[src/rtl/seg_scan_mux.sv]
// Time-multiplexed seven-segment scanner: shadows seg_in once per frame and drives one digit per slot.
// Optional per-frame brightness PWM under `SEG_SCAN_MUX_BRIGHTNESS_EN.

module seg_scan_lane #(
  parameter int LANE  = 0,
  parameter int IDX_W = 1
) (
  input  logic             i_clk,
  input  logic             i_reset,
  input  logic             i_capture,
  input  logic [6:0]       i_seg,
  input  logic [IDX_W-1:0] i_digit_idx,
  input  logic             i_lit,
  output logic [6:0]       o_seg_term,
  output logic             o_en_n
);
  localparam logic [IDX_W-1:0] MY_IDX = IDX_W'(LANE);

  logic [6:0] r_shadow;
  logic       w_sel;

  always_ff @(posedge i_clk) begin
    if (i_reset)        r_shadow <= 7'h7F;
    else if (i_capture) r_shadow <= i_seg;
  end

  // Unselected lanes contribute all-ones so the top can AND-reduce active-low terms.
  assign w_sel      = i_lit && (i_digit_idx == MY_IDX);
  assign o_en_n     = ~w_sel;
  assign o_seg_term = w_sel ? r_shadow : 7'h7F;
endmodule

module seg_scan_mux #(
  parameter int NUM_DISPLAYS = 2,
  parameter int REFRESH_BITS = 16,
  parameter int BLANK_CYCLES = 4
) (
  input  logic                         i_clk,
  input  logic                         i_reset,
`ifdef SEG_SCAN_MUX_BRIGHTNESS_EN
  input  logic [3:0]                   i_brightness,
`endif
  input  logic [NUM_DISPLAYS-1:0][6:0] i_seg_in,
  output logic [6:0]                   o_seg_out,
  output logic [NUM_DISPLAYS-1:0]      o_digit_en,
  output logic                         o_frame_done
);
  localparam int IDX_W = (NUM_DISPLAYS > 1) ? $clog2(NUM_DISPLAYS) : 1;
  localparam logic [IDX_W-1:0]        LAST_IDX = IDX_W'(NUM_DISPLAYS - 1);
  localparam logic [REFRESH_BITS-1:0] BLANK_TH = REFRESH_BITS'(BLANK_CYCLES);

  logic [REFRESH_BITS-1:0]       r_slot_cnt;
  logic [IDX_W-1:0]              r_digit_idx;
  logic                          r_frame_done;
  logic                          w_slot_end;
  logic                          w_capture;
  logic                          w_pwm_on;
  logic                          w_lit;
  logic [NUM_DISPLAYS-1:0][6:0]  w_seg_term;

  assign w_slot_end = &r_slot_cnt;
  assign w_capture  = w_slot_end && (r_digit_idx == LAST_IDX);

  always_ff @(posedge i_clk) begin
    if (i_reset) begin
      r_slot_cnt   <= '0;
      r_digit_idx  <= '0;
      r_frame_done <= 1'b0;
    end else begin
      r_slot_cnt   <= r_slot_cnt + 1'b1;
      r_frame_done <= w_capture;
      if (w_slot_end)
        r_digit_idx <= (r_digit_idx == LAST_IDX) ? '0 : r_digit_idx + 1'b1;
    end
  end

`ifdef SEG_SCAN_MUX_BRIGHTNESS_EN
  logic [3:0] r_bright;

  always_ff @(posedge i_clk) begin
    if (i_reset)        r_bright <= 4'hF;
    else if (w_capture) r_bright <= i_brightness;
  end

  // PWM duty: the top nibble of the slot counter sweeps 0..15 across each slot.
  assign w_pwm_on = (r_slot_cnt[REFRESH_BITS-1 -: 4] <= r_bright);
`else
  assign w_pwm_on = 1'b1;
`endif

  assign w_lit = (r_slot_cnt >= BLANK_TH) && w_pwm_on;

  for (genvar g = 0; g < NUM_DISPLAYS; g++) begin : g_lane
    seg_scan_lane #(
      .LANE  (g),
      .IDX_W (IDX_W)
    ) u_lane (
      .i_clk       (i_clk),
      .i_reset     (i_reset),
      .i_capture   (w_capture),
      .i_seg       (i_seg_in[g]),
      .i_digit_idx (r_digit_idx),
      .i_lit       (w_lit),
      .o_seg_term  (w_seg_term[g]),
      .o_en_n      (o_digit_en[g])
    );
  end

  always_comb begin
    o_seg_out = 7'h7F;
    for (int i = 0; i < NUM_DISPLAYS; i++)
      o_seg_out = o_seg_out & w_seg_term[i];
  end

  assign o_frame_done = r_frame_done;
endmodule

[config.mk]
export PLATFORM = sky130hd
export DESIGN_NAME = seg_scan_mux
export DESIGN_NICKNAME = d
export VERILOG_FILES = /design/src/rtl/seg_scan_mux.sv
export SDC_FILE = /design/constraint.sdc
export NUM_CORES = 1
export LEC_CHECK = 0
export ABC_AREA = 1
export CORE_ASPECT_RATIO = 0.6
export CORE_MARGIN = 8
export CORE_UTILIZATION = 50
export DETAILED_ROUTE_END_ITERATION = 6
export PLACE_DENSITY_LB_ADDON = 0.2
export RECOVER_POWER = 25
export SETUP_SLACK_MARGIN = 0.15
export SLEW_MARGIN = 40
export SYNTH_ARGS = -nofsm -noshare
export SYNTH_HDL_FRONTEND = slang
export SYNTH_SLANG_ARGS = --single-unit
[constraint.sdc]
create_clock -name i_clk -period 1.7 [get_ports i_clk]
set_input_delay 0.425 -clock i_clk [delete_from_list [all_inputs] [get_ports i_clk]]
set_output_delay 0.425 -clock i_clk [all_outputs]
set_load 0.02 [all_outputs]
==> results of run 1 <==
-- cell usage in the layout (no fill, tap or decap), types with 2 or more instances in the layout --
master	netlist	routed
nand2_1	53	51
nand3_1	36	36
inv_1	31	30
nor2_1	32	30
dfxtp_1	32	29
buf_4	2	21
nand3b_1	14	14
clkdlybuf4s50_1	0	14
buf_6	2	11
a21oi_1	9	9
o21ai_0	7	7
clkbuf_8	0	7
nand2_2	3	5
nor2_2	1	3
nor2_4	3	3
dfxtp_2	0	3
inv_2	1	2
nand2_4	3	2
xor2_1	2	2
buf_12	0	2
-- cells by family after synthesis --
logic type / count (synthesis) / synth area share, %
AOI/OAI and AO/OA: 17 / 5.18
xor gates and xnor gates: 2 / 1.04
adders and majority gates: 2 / 1.48
buffers and inverters: 44 / 11.3
DFF: 32 / 37.9
and+or+nand+nor: 148 / 43.1
-- flip-flops by register name (all words and copies together), names as in the netlist --
| name | cells |
|---|---|
| g_lane.u_lane.r_shadow | 14 |
| r_slot_cnt | 16 |
| o_frame_done | 1 |
| r_digit_idx | 1 |
-- cell type report --
cell class                 instances  area (um2)
fill                             276         948
timing repair buffer              53         494
sequential                        32         644
clock buffer                       7        96.3
multi-input combinational        169         880
tap                               45        56.3
inverter                          33         124
-- per-layer routing --
metal | wire (um) | vias to the layer above
met4 | 53 | 0
li1 | - | 865
met5 | 0 | -
met1 | 2060 | 700
met3 | 334 | 7
met2 | 1450 | 55
-- power groups by stage --
stage                     Sequential, mW  Clock [mW]  Combinational (mW)
final                              0.761       0.621              0.0930
after CTS                          0.760       0.639              0.0949
after floorplan                    0.777           0              0.0347
after global placement             0.777           0              0.0910
after global routing               0.762       0.674               0.104
after detailed placement           0.777           0              0.0914
-- worst min-delay path by stage --
stage | from | to | slack [ps] | cells past startpoint
floorplan | g_lane[0].u_lane.r_shadow[0]$_SDFFE_PP1P_ | g_lane[0].u_lane.r_shadow[0]$_SDFFE_PP1P_ | 420 | 2
global placement | g_lane[1].u_lane.r_shadow[1]$_SDFFE_PP1P_ | g_lane[1].u_lane.r_shadow[1]$_SDFFE_PP1P_ | 430 | 2
detailed placement | g_lane[1].u_lane.r_shadow[1]$_SDFFE_PP1P_ | g_lane[1].u_lane.r_shadow[1]$_SDFFE_PP1P_ | 430 | 2
CTS | g_lane[1].u_lane.r_shadow[1]$_SDFFE_PP1P_ | g_lane[1].u_lane.r_shadow[1]$_SDFFE_PP1P_ | 450 | 2
global route | g_lane[1].u_lane.r_shadow[5]$_SDFFE_PP1P_ | g_lane[1].u_lane.r_shadow[5]$_SDFFE_PP1P_ | 470 | 2
finish | r_slot_cnt[0]$_SDFF_PP0_ | r_slot_cnt[0]$_SDFF_PP0_ | 430 | 1
-- critical path: cells and delay by family (launching register included) --
kind | cells | cell delay (ps)
AND/OR/NAND/NOR | 6 | 560
flip-flops | 1 | 320
buffers and inverters | 3 | 320
-- metrics by stage --
stage / total power, mW / hold slack, ps / cell area (um2) / TNS (ps)
global route: 1.54 / 471 / 2290 / -2550
finish: 1.48 / 433 / 2290 / -1720
floorplan: 0.812 / 420 / 1690 / 0
CTS: 1.49 / 452 / 2260 / -1620
global placement: 0.868 / 432 / 2140 / -2730
detailed placement: 0.868 / 435 / 2140 / -3020
-- timing repair --
item,4_1_cts,5_1_grt
setup buffers,0,2
pin swaps,4,3
gates resized for setup,60,7
cloned,0,1
endpoints found under the hold margin,0,0
hold buffers,0,0
setup endpoints to repair,10,23
==> flow_metrics.env, run 1 <==
export IMPL_nNetsFinal=312
export IMPL_violations="negative setup slack"
export IMPL_cp_data_required_time_ps=1270
export IMPL_setup_ws_ps=-213
export IMPL_fin_worst_skew_ps=3.47
export IMPL_synth_yosys_seq_area_share_pct=37.9
export IMPL_io_buffers=25
export IMPL_synth_async_reset_ratio_pct=0
export IMPL_yosysMostFrequentCell="nand2_1"
export IMPL_p_switching_mw=0.306
export IMPL_power_density_mw_per_mm2=643
export IMPL_hpwlAfterDp_mm=2.95
export IMPL_rsz0062_at_grt="yes"
export IMPL_synth_area_per_cell_um2=6.89
export IMPL_antenna_found_initial=0
export IMPL_ys_ff_latch=32
export IMPL_period_minus_slack_ps=1910
export IMPL_worst_r2r_setup_slack_ps=250
export IMPL_clock_sinks=32
export IMPL_critPathCaptureType="output port"
export IMPL_fin_cells=339
export IMPL_ant_nets=0
export IMPL_relSlewSlack_pct=58.0
export IMPL_peakVddDrop_v=0.000609
export IMPL_final_util_pct=70.8
export IMPL_synth_cell_types=24
export IMPL_drive_above_1_share_pct=21.8
export IMPL_rr_endpoint="g_lane[0].u_lane.r_shadow[0]$_SDFFE_PP1P_"
export IMPL_die_x_um=91.0
export IMPL_p_leak_nw=1.11
export IMPL_ioPinCount=26
export IMPL_crit_start="r_slot_cnt[15]$_SDFF_PP0_"
export IMPL_crit_end="o_seg_out[4]"
export IMPL_n_antenna_cell=0
export IMPL_totalWireLength_mm=3.89
export IMPL_synthTopCellsByArea="dfxtp_1, nand2_1, nand3_1"
export IMPL_yosysWarnings=0
export IMPL_cpPeakStageDelay_ps=320
export IMPL_synthesis_instances=245
export IMPL_gr_total_overflow=0
export IMPL_crit_arrival_ps=1490
export IMPL_worst_pin_slew_ps=631
export IMPL_reg2reg_depth=8
export IMPL_clockRootBuffer="clkbuf_8"
export IMPL_h_tree_depth=2
export IMPL_coreArea_mm2=0.00324
export IMPL_cp_common_cell="nand2_1"
export IMPL_power_frac_seq_pct=51.6
export IMPL_grt_max_degree=21
export IMPL_drc_errors=0
export IMPL_cp_slowest_cell="dfxtp_2"
export IMPL_slew_viol_final=0
export IMPL_switching_share_pct=20.8
export IMPL_setup_viol_count_final=9
export IMPL_drt_iter0_markers=115
export IMPL_cp_cell_sequence="nor2_2 -> nand2_1 -> nor2_1 -> nand2_2 -> buf_2 -> nand3b_1 -> nand2_1 -> inv_1 -> buf_6"
export IMPL_dieHeight_um=61.0
export IMPL_internal_power_mw=1.17
export IMPL_maxClockFrequency_ghz=0.523
export IMPL_fin_crit_sh_pct=113
export IMPL_synth_top_area_share_pct=37.9
export IMPL_place_ws_ps=-369
export IMPL_grt_use_met1_pct=21.1
export IMPL_place_gp_congestion=0.869
export IMPL_clkPwrFrac_pct=42.1
export IMPL_cts_buffers=5
export IMPL_min_path_type="reg -> reg"
export IMPL_synth_nets=263
export IMPL_share_comb_of_total_power_pct=6.3
export IMPL_grt_pass1_vias=1376
export IMPL_worstSetupStartpointType="flop"
export IMPL_critPathKind="reg -> out"
export IMPL_yosysTopAreaCell="dfxtp_1"
export IMPL_grt_use_met2_pct=18.5
export IMPL_worstReg2RegStart="r_slot_cnt[0]$_SDFF_PP0_"
export IMPL_syn_cell_area_mm2=0.00169
export IMPL_rows=16
export IMPL_start_util_pct=52.1
export IMPL_grt_pass1_wl_mm=6.31
export IMPL_wl_per_cell_um=11.5
export IMPL_clkLatencyLatePin_ps=280
export IMPL_first_pass_iters=4
export IMPL_die_area_mm2=0.00555
export IMPL_dr_total_vias=1627
export IMPL_crit_path_max_fanout=4
export IMPL_cts_tree="done"
export IMPL_maxCapViolCount=0
export IMPL_drt_vias_per_instance=4.80
export IMPL_use_met3_pct=4.38
export IMPL_track_usage_pct=14.4
export IMPL_syn_to_final_growth_pct=35.9
export IMPL_cts_buffer_depth=2
export IMPL_dp_cells=329
export IMPL_status="finished with violations"
export IMPL_synth_common_cells="nand2_1, nand3_1, dfxtp_1, nor2_1, inv_1"
export IMPL_synthFlopType="dfxtp_1"
export IMPL_grt_busiest_layer="met1"
export IMPL_path_clk_slew_ps=60
export IMPL_synth_edf_count=0
export IMPL_hold_viol_final=0
(Power assumes the default switching activity.)
==> run 2, diff against run 1 <==
SETUP_SLACK_MARGIN = 0.2   (was 0.15)
SLEW_MARGIN = 5   (was 40)
==> flow_metrics.env, run 2 (synthesis gave the netlist of run 1 again) <==
export IMPL_track_usage_pct=15.7
export IMPL_nNetsFinal=311
export IMPL_n_antenna_cell=0
export IMPL_hpwlAfterDp_mm=2.97
export IMPL_path_clk_slew_ps=60
export IMPL_worstSetupStartpointType="flop"
export IMPL_clkLatencyLatePin_ps=280
export IMPL_antenna_found_initial=0
export IMPL_cp_data_required_time_ps=1270
export IMPL_io_buffers=25
export IMPL_tns_ps=-1580
export IMPL_final_util_pct=71.5
export IMPL_maxCapViolCount=0
export IMPL_drt_iter0_markers=99
export IMPL_violations="negative setup slack"
export IMPL_largest_reg_flops=16
export IMPL_die_x_um=91.0
export IMPL_totalWireLength_mm=4.11
export IMPL_power_density_mw_per_mm2=626
export IMPL_crit_path_max_fanout=8
export IMPL_crit_arrival_ps=1480
export IMPL_place_gp_congestion=0.831
export IMPL_grt_max_degree=15
export IMPL_fin_cells=339
export IMPL_h_tree_depth=2
export IMPL_final_area_mm2=0.00232
export IMPL_setup_ws_ps=-208
export IMPL_drc_errors=0
export IMPL_grt_pass1_wl_mm=6.88
export IMPL_critPathCaptureType="output port"
export IMPL_internal_power_mw=1.14
export IMPL_wl_per_cell_um=12.1
export IMPL_slew_viol_final=0
export IMPL_fin_crit_sh_pct=112
export IMPL_start_util_pct=52.1
export IMPL_min_path_type="reg -> reg"
export IMPL_share_comb_of_total_power_pct=6.6
export IMPL_rsz0062_at_grt="yes"
export IMPL_p_switching_mw=0.314
export IMPL_final_common_cell="nand2_1"
export IMPL_place_ws_ps=-451
export IMPL_worst_pin_slew_ps=566
export IMPL_power_frac_seq_pct=52.5
export IMPL_rows=16
export IMPL_grt_busiest_layer="met1"
export IMPL_hold_viol_final=0
export IMPL_relSlewSlack_pct=62.3
export IMPL_largest_register="r_slot_cnt"
export IMPL_first_pass_iters=4
export IMPL_reg_largest_list="r_slot_cnt x16, g_lane.u_lane.r_shadow x14"
export IMPL_status="finished with violations"
export IMPL_maxClockFrequency_ghz=0.524
export IMPL_coreArea_mm2=0.00324
export IMPL_clkPwrFrac_pct=40.9
export IMPL_drive_above_1_share_pct=25.9
export IMPL_drt_vias_per_instance=4.78
export IMPL_period_minus_slack_ps=1910
export IMPL_p_leak_nw=1.11
export IMPL_syn_to_final_growth_pct=37.3
export IMPL_dieHeight_um=61.0
export IMPL_clock_sinks=32
export IMPL_cts_buffers=5
export IMPL_use_met3_pct=5.35
export IMPL_die_area_mm2=0.00555
export IMPL_cts_hold_buffers=0
export IMPL_ioPinCount=26
export IMPL_fin_worst_skew_ps=3.06
export IMPL_grt_pass1_vias=1443
export IMPL_gr_total_overflow=0
export IMPL_critPathKind="reg -> out"
export IMPL_switching_share_pct=21.6
export IMPL_ant_nets=0
export IMPL_mostFrequentLayoutCells="nand2_1, nand3_1, nor2_1, dfxtp_1, inv_1"
export IMPL_dr_total_vias=1622
export IMPL_fill_cells=262
export IMPL_grt_use_met2_pct=21.6
export IMPL_clockRootBuffer="clkbuf_8"
export IMPL_cts_tree="done"
export IMPL_cts_buffer_depth=2
export IMPL_setup_viol_count_final=9
export IMPL_grt_use_met1_pct=22.3
export IMPL_peakVddDrop_v=0.000573
export IMPL_dpl_instance_area_mm2=0.00211
export IMPL_dp_cells=328
-- run 2: cell count changes in the layout (fill, tap and decap cells not counted), moves of 2 or more --
cell / before / now
nand2_2: 5 / 7
nor2_1: 30 / 27
nand2_1: 51 / 48
nor2_4: 3 / 5
dfxtp_2: 3 / 5
inv_1: 30 / 24
inv_2: 2 / 8
nand2_4: 2 / 4
dfxtp_1: 29 / 27
clkbuf_1: 1 / 3
-- run 2: worst paths after layout --
path                            slack [ps]                                        end  cells past startpoint                                      start
worst max-delay path                  -210                               o_seg_out[6]                      8                  r_slot_cnt[15]$_SDFF_PP0_
worst min-delay path                   450  g_lane[0].u_lane.r_shadow[1]$_SDFFE_PP1P_                      2  g_lane[0].u_lane.r_shadow[1]$_SDFFE_PP1P_
worst max register to register         280  g_lane[1].u_lane.r_shadow[5]$_SDFFE_PP1P_                      8                   r_slot_cnt[0]$_SDFF_PP0_
worst min register to register         450  g_lane[0].u_lane.r_shadow[1]$_SDFFE_PP1P_                      2  g_lane[0].u_lane.r_shadow[1]$_SDFFE_PP1P_
-- run 2: worst max-delay path, cell delays in order (launching register included) --
cell and delay [ps]:
dfxtp_2 320, nor2_2 120, nand2_2 100, nor2_4 200, nand2_4 120, nand3b_1 110
nand2_1 80, inv_2 50, buf_6 100
-- run 2: repair_timing --
action,in CTS,in global routing
setup endpoints to repair,24,23
cloned,1,0
pin swaps,7,12
resized for setup,67,11
buffers inserted,1,1
-- run 2: routing by layer --
metal  wire (um)  share of wire, %
met2        1610                39
met4          23              0.56
met1        2140                52
met3         328               8.0
met5           0                 0
-- run 2: power by group through the flow --
stage               clock [mW]  sequential, mW  combinational (mW)
floorplan                    0           0.777              0.0362
global placement             0           0.777              0.0851
detailed placement           0           0.777              0.0861
CTS                      0.603           0.760              0.0935
global route             0.650           0.763               0.105
finish                   0.594           0.763              0.0957
-- run 2: per-stage QoR --
step	hold slack [ps]	total power [mW]
floorplan	420	0.813
global placement	430	0.862
detailed placement	434	0.863
CTS	450	1.46
global route	462	1.52
finish	446	1.45
-- run 2: cell type report --
| cell class | instances | area, um2 | share of cell area [%] |
|---|---|---|---|
| inverters | 33 | 124 | 5.34 |
| flip-flops and latches | 32 | 647 | 27.9 |
| multi-input cells | 170 | 931 | 40.1 |
| well taps | 45 | 56.3 | 2.43 |
| repair buffers | 51 | 472 | 20.3 |
| clock buffers | 8 | 90.1 | 3.88 |
==> run 3, diff against run 2 <==
CORE_MARGIN = not set   (was 8)
==> flow_metrics.env, run 3 (synthesis gave the netlist of run 1 again) <==
export IMPL_die_x_um=77.0
export IMPL_peakVddDrop_v=0.000423
export IMPL_die_area_mm2=0.00362
export IMPL_final_common_cell="nand2_1"
export IMPL_ioPinCount=26
export IMPL_start_util_pct=55.6
export IMPL_place_ws_ps=-423
export IMPL_rsz0062_at_grt="yes"
export IMPL_grt_max_degree=18
export IMPL_clock_sinks=32
export IMPL_maxClockFrequency_ghz=0.522
export IMPL_drc_errors=0
export IMPL_cts_buffer_depth=2
export IMPL_drt_vias_per_instance=5.01
export IMPL_wl_per_cell_um=12.3
export IMPL_syn_to_final_growth_pct=37.6
export IMPL_worst_pin_slew_ps=627
export IMPL_crit_path_max_fanout=8
export IMPL_gr_total_overflow=0
export IMPL_grt_pass1_vias=1371
export IMPL_cts_buffers=5
export IMPL_fin_crit_sh_pct=113
export IMPL_ant_nets=0
export IMPL_largest_register="r_slot_cnt"
export IMPL_dieHeight_um=47.0
export IMPL_nNetsFinal=312
export IMPL_setup_viol_count_final=9
export IMPL_violations="negative setup slack"
export IMPL_design_power_total_mw=1.41
export IMPL_first_pass_iters=4
export IMPL_coreArea_mm2=0.00304
export IMPL_clkLatencyLatePin_ps=280
export IMPL_cts_hold_buffers=0
export IMPL_cp_cell_sequence="nor2_1 -> nand2_2 -> nor2_4 -> nand2_4 -> nand3b_1 -> nand2_1 -> inv_2 -> buf_6"
export IMPL_path_delay_family="simple AND/OR/NAND/NOR gates"
export IMPL_slew_viol_final=0
export IMPL_worstSetupStartpointType="flop"
export IMPL_critPathKind="reg -> out"
export IMPL_relSlewSlack_pct=58.2
export IMPL_mostFrequentLayoutCells="nand2_1, nand3_1, dfxtp_1"
export IMPL_hpwlAfterDp_mm=2.82
export IMPL_cp_slowest_cell="dfxtp_1"
export IMPL_io_buffers=25
export IMPL_track_usage_pct=24.0
export IMPL_status="finished with violations"
export IMPL_path_clk_slew_ps=60
export IMPL_n_antenna_cell=0
export IMPL_drive_above_1_share_pct=27.6
export IMPL_rows=15
export IMPL_reg_largest_list="r_slot_cnt x16, g_lane.u_lane.r_shadow x14"
export IMPL_maxCapViolCount=0
export IMPL_cpPeakStageDelay_ps=320
export IMPL_dr_total_vias=1684
export IMPL_antenna_found_initial=0
export IMPL_h_tree_depth=2
export IMPL_largest_reg_flops=16
export IMPL_tns_ps=-1650
export IMPL_clockRootBuffer="clkbuf_8"
export IMPL_drt_iter0_markers=131
export IMPL_min_path_type="reg -> reg"
export IMPL_totalWireLength_mm=4.15
export IMPL_p_leak_nw=1.12
export IMPL_setup_ws_ps=-214
export IMPL_hold_viol_final=0
export IMPL_critPathCaptureType="output port"
export IMPL_cp_data_required_time_ps=1270
export IMPL_place_gp_congestion=0.886
export IMPL_worst_path_buf_inv=2
export IMPL_grt_pass1_wl_mm=6.42
export IMPL_cts_tree="done"
export IMPL_crit_arrival_ps=1490
export IMPL_period_minus_slack_ps=1910
export IMPL_fin_worst_skew_ps=6.81
export IMPL_power_density_mw_per_mm2=605
-- run 3: worst reg2reg max path, cell delays in order, from the launching register on --
cell     delay, ps
dfxtp_1        370
buf_4          150
nand2_2         80
nor2_4         130
nand2_4        100
nor2_8         200
buf_6          160
nand3_1         90
nand3_1        100
-- run 3: through the flow --
stage	cells	hold WS, ps	area, um2	utilization [%]
floorplan	245	420	1690	-
global placement	325	430	2110	69.3
detailed placement	325	435	2110	69.3
CTS	333	452	2250	74.1
global route	336	471	2320	76.4
finish	336	450	2320	76.4
-- run 3: report_power, final --
group | switching (mW) | internal [mW] | total [mW] | leakage (nW)
Combinational | 0.0441 | 0.0504 | 0.0945 | 0.814
Clock | 0.272 | 0.278 | 0.550 | 0.0410
Sequential | 0.00673 | 0.756 | 0.763 | 0.261
-- run 3: layer usage --
metal	global-route usage, %	vias to the layer above	part of all wire, %	wire length, um
li1	-	871	-	-
met1	36.2	744	51	2100
met2	32.7	60	40	1650
met3	5.63	9	7.9	326
met4	9.81	0	1.6	68
met5	0	-	0	0
-- run 3: final timing paths --
path	from	to	slack [ps]	cells after the start
setup reg to reg	r_slot_cnt[4]$_SDFF_PP0_	g_lane[1].u_lane.r_shadow[0]$_SDFFE_PP1P_	270	8
hold reg to reg	r_slot_cnt[0]$_SDFF_PP0_	r_slot_cnt[0]$_SDFF_PP0_	450	1
hold / removal	r_slot_cnt[0]$_SDFF_PP0_	r_slot_cnt[0]$_SDFF_PP0_	450	1
setup / recovery	r_slot_cnt[13]$_SDFF_PP0_	o_seg_out[1]	-210	8
-- run 3: timing repair --
action | in CTS | in global routing
buffers inserted | 0 | 3
pin swaps | 12 | 13
gates cloned | 1 | 0
resized for setup | 71 | 15
endpoints found under the setup margin | 24 | 24
endpoints found under the hold margin | 0 | 0
-- run 3: layout make-up --
type | count | area (um2)
Multi-Input combinational cell | 170 | 953
Fill cell | 236 | 717
Sequential cell | 32 | 649
Timing Repair Buffer | 52 | 467
Inverter | 33 | 124
Clock buffer | 6 | 72.6
Tap cell | 42 | 52.6
Clock inverter | 1 | 5.00
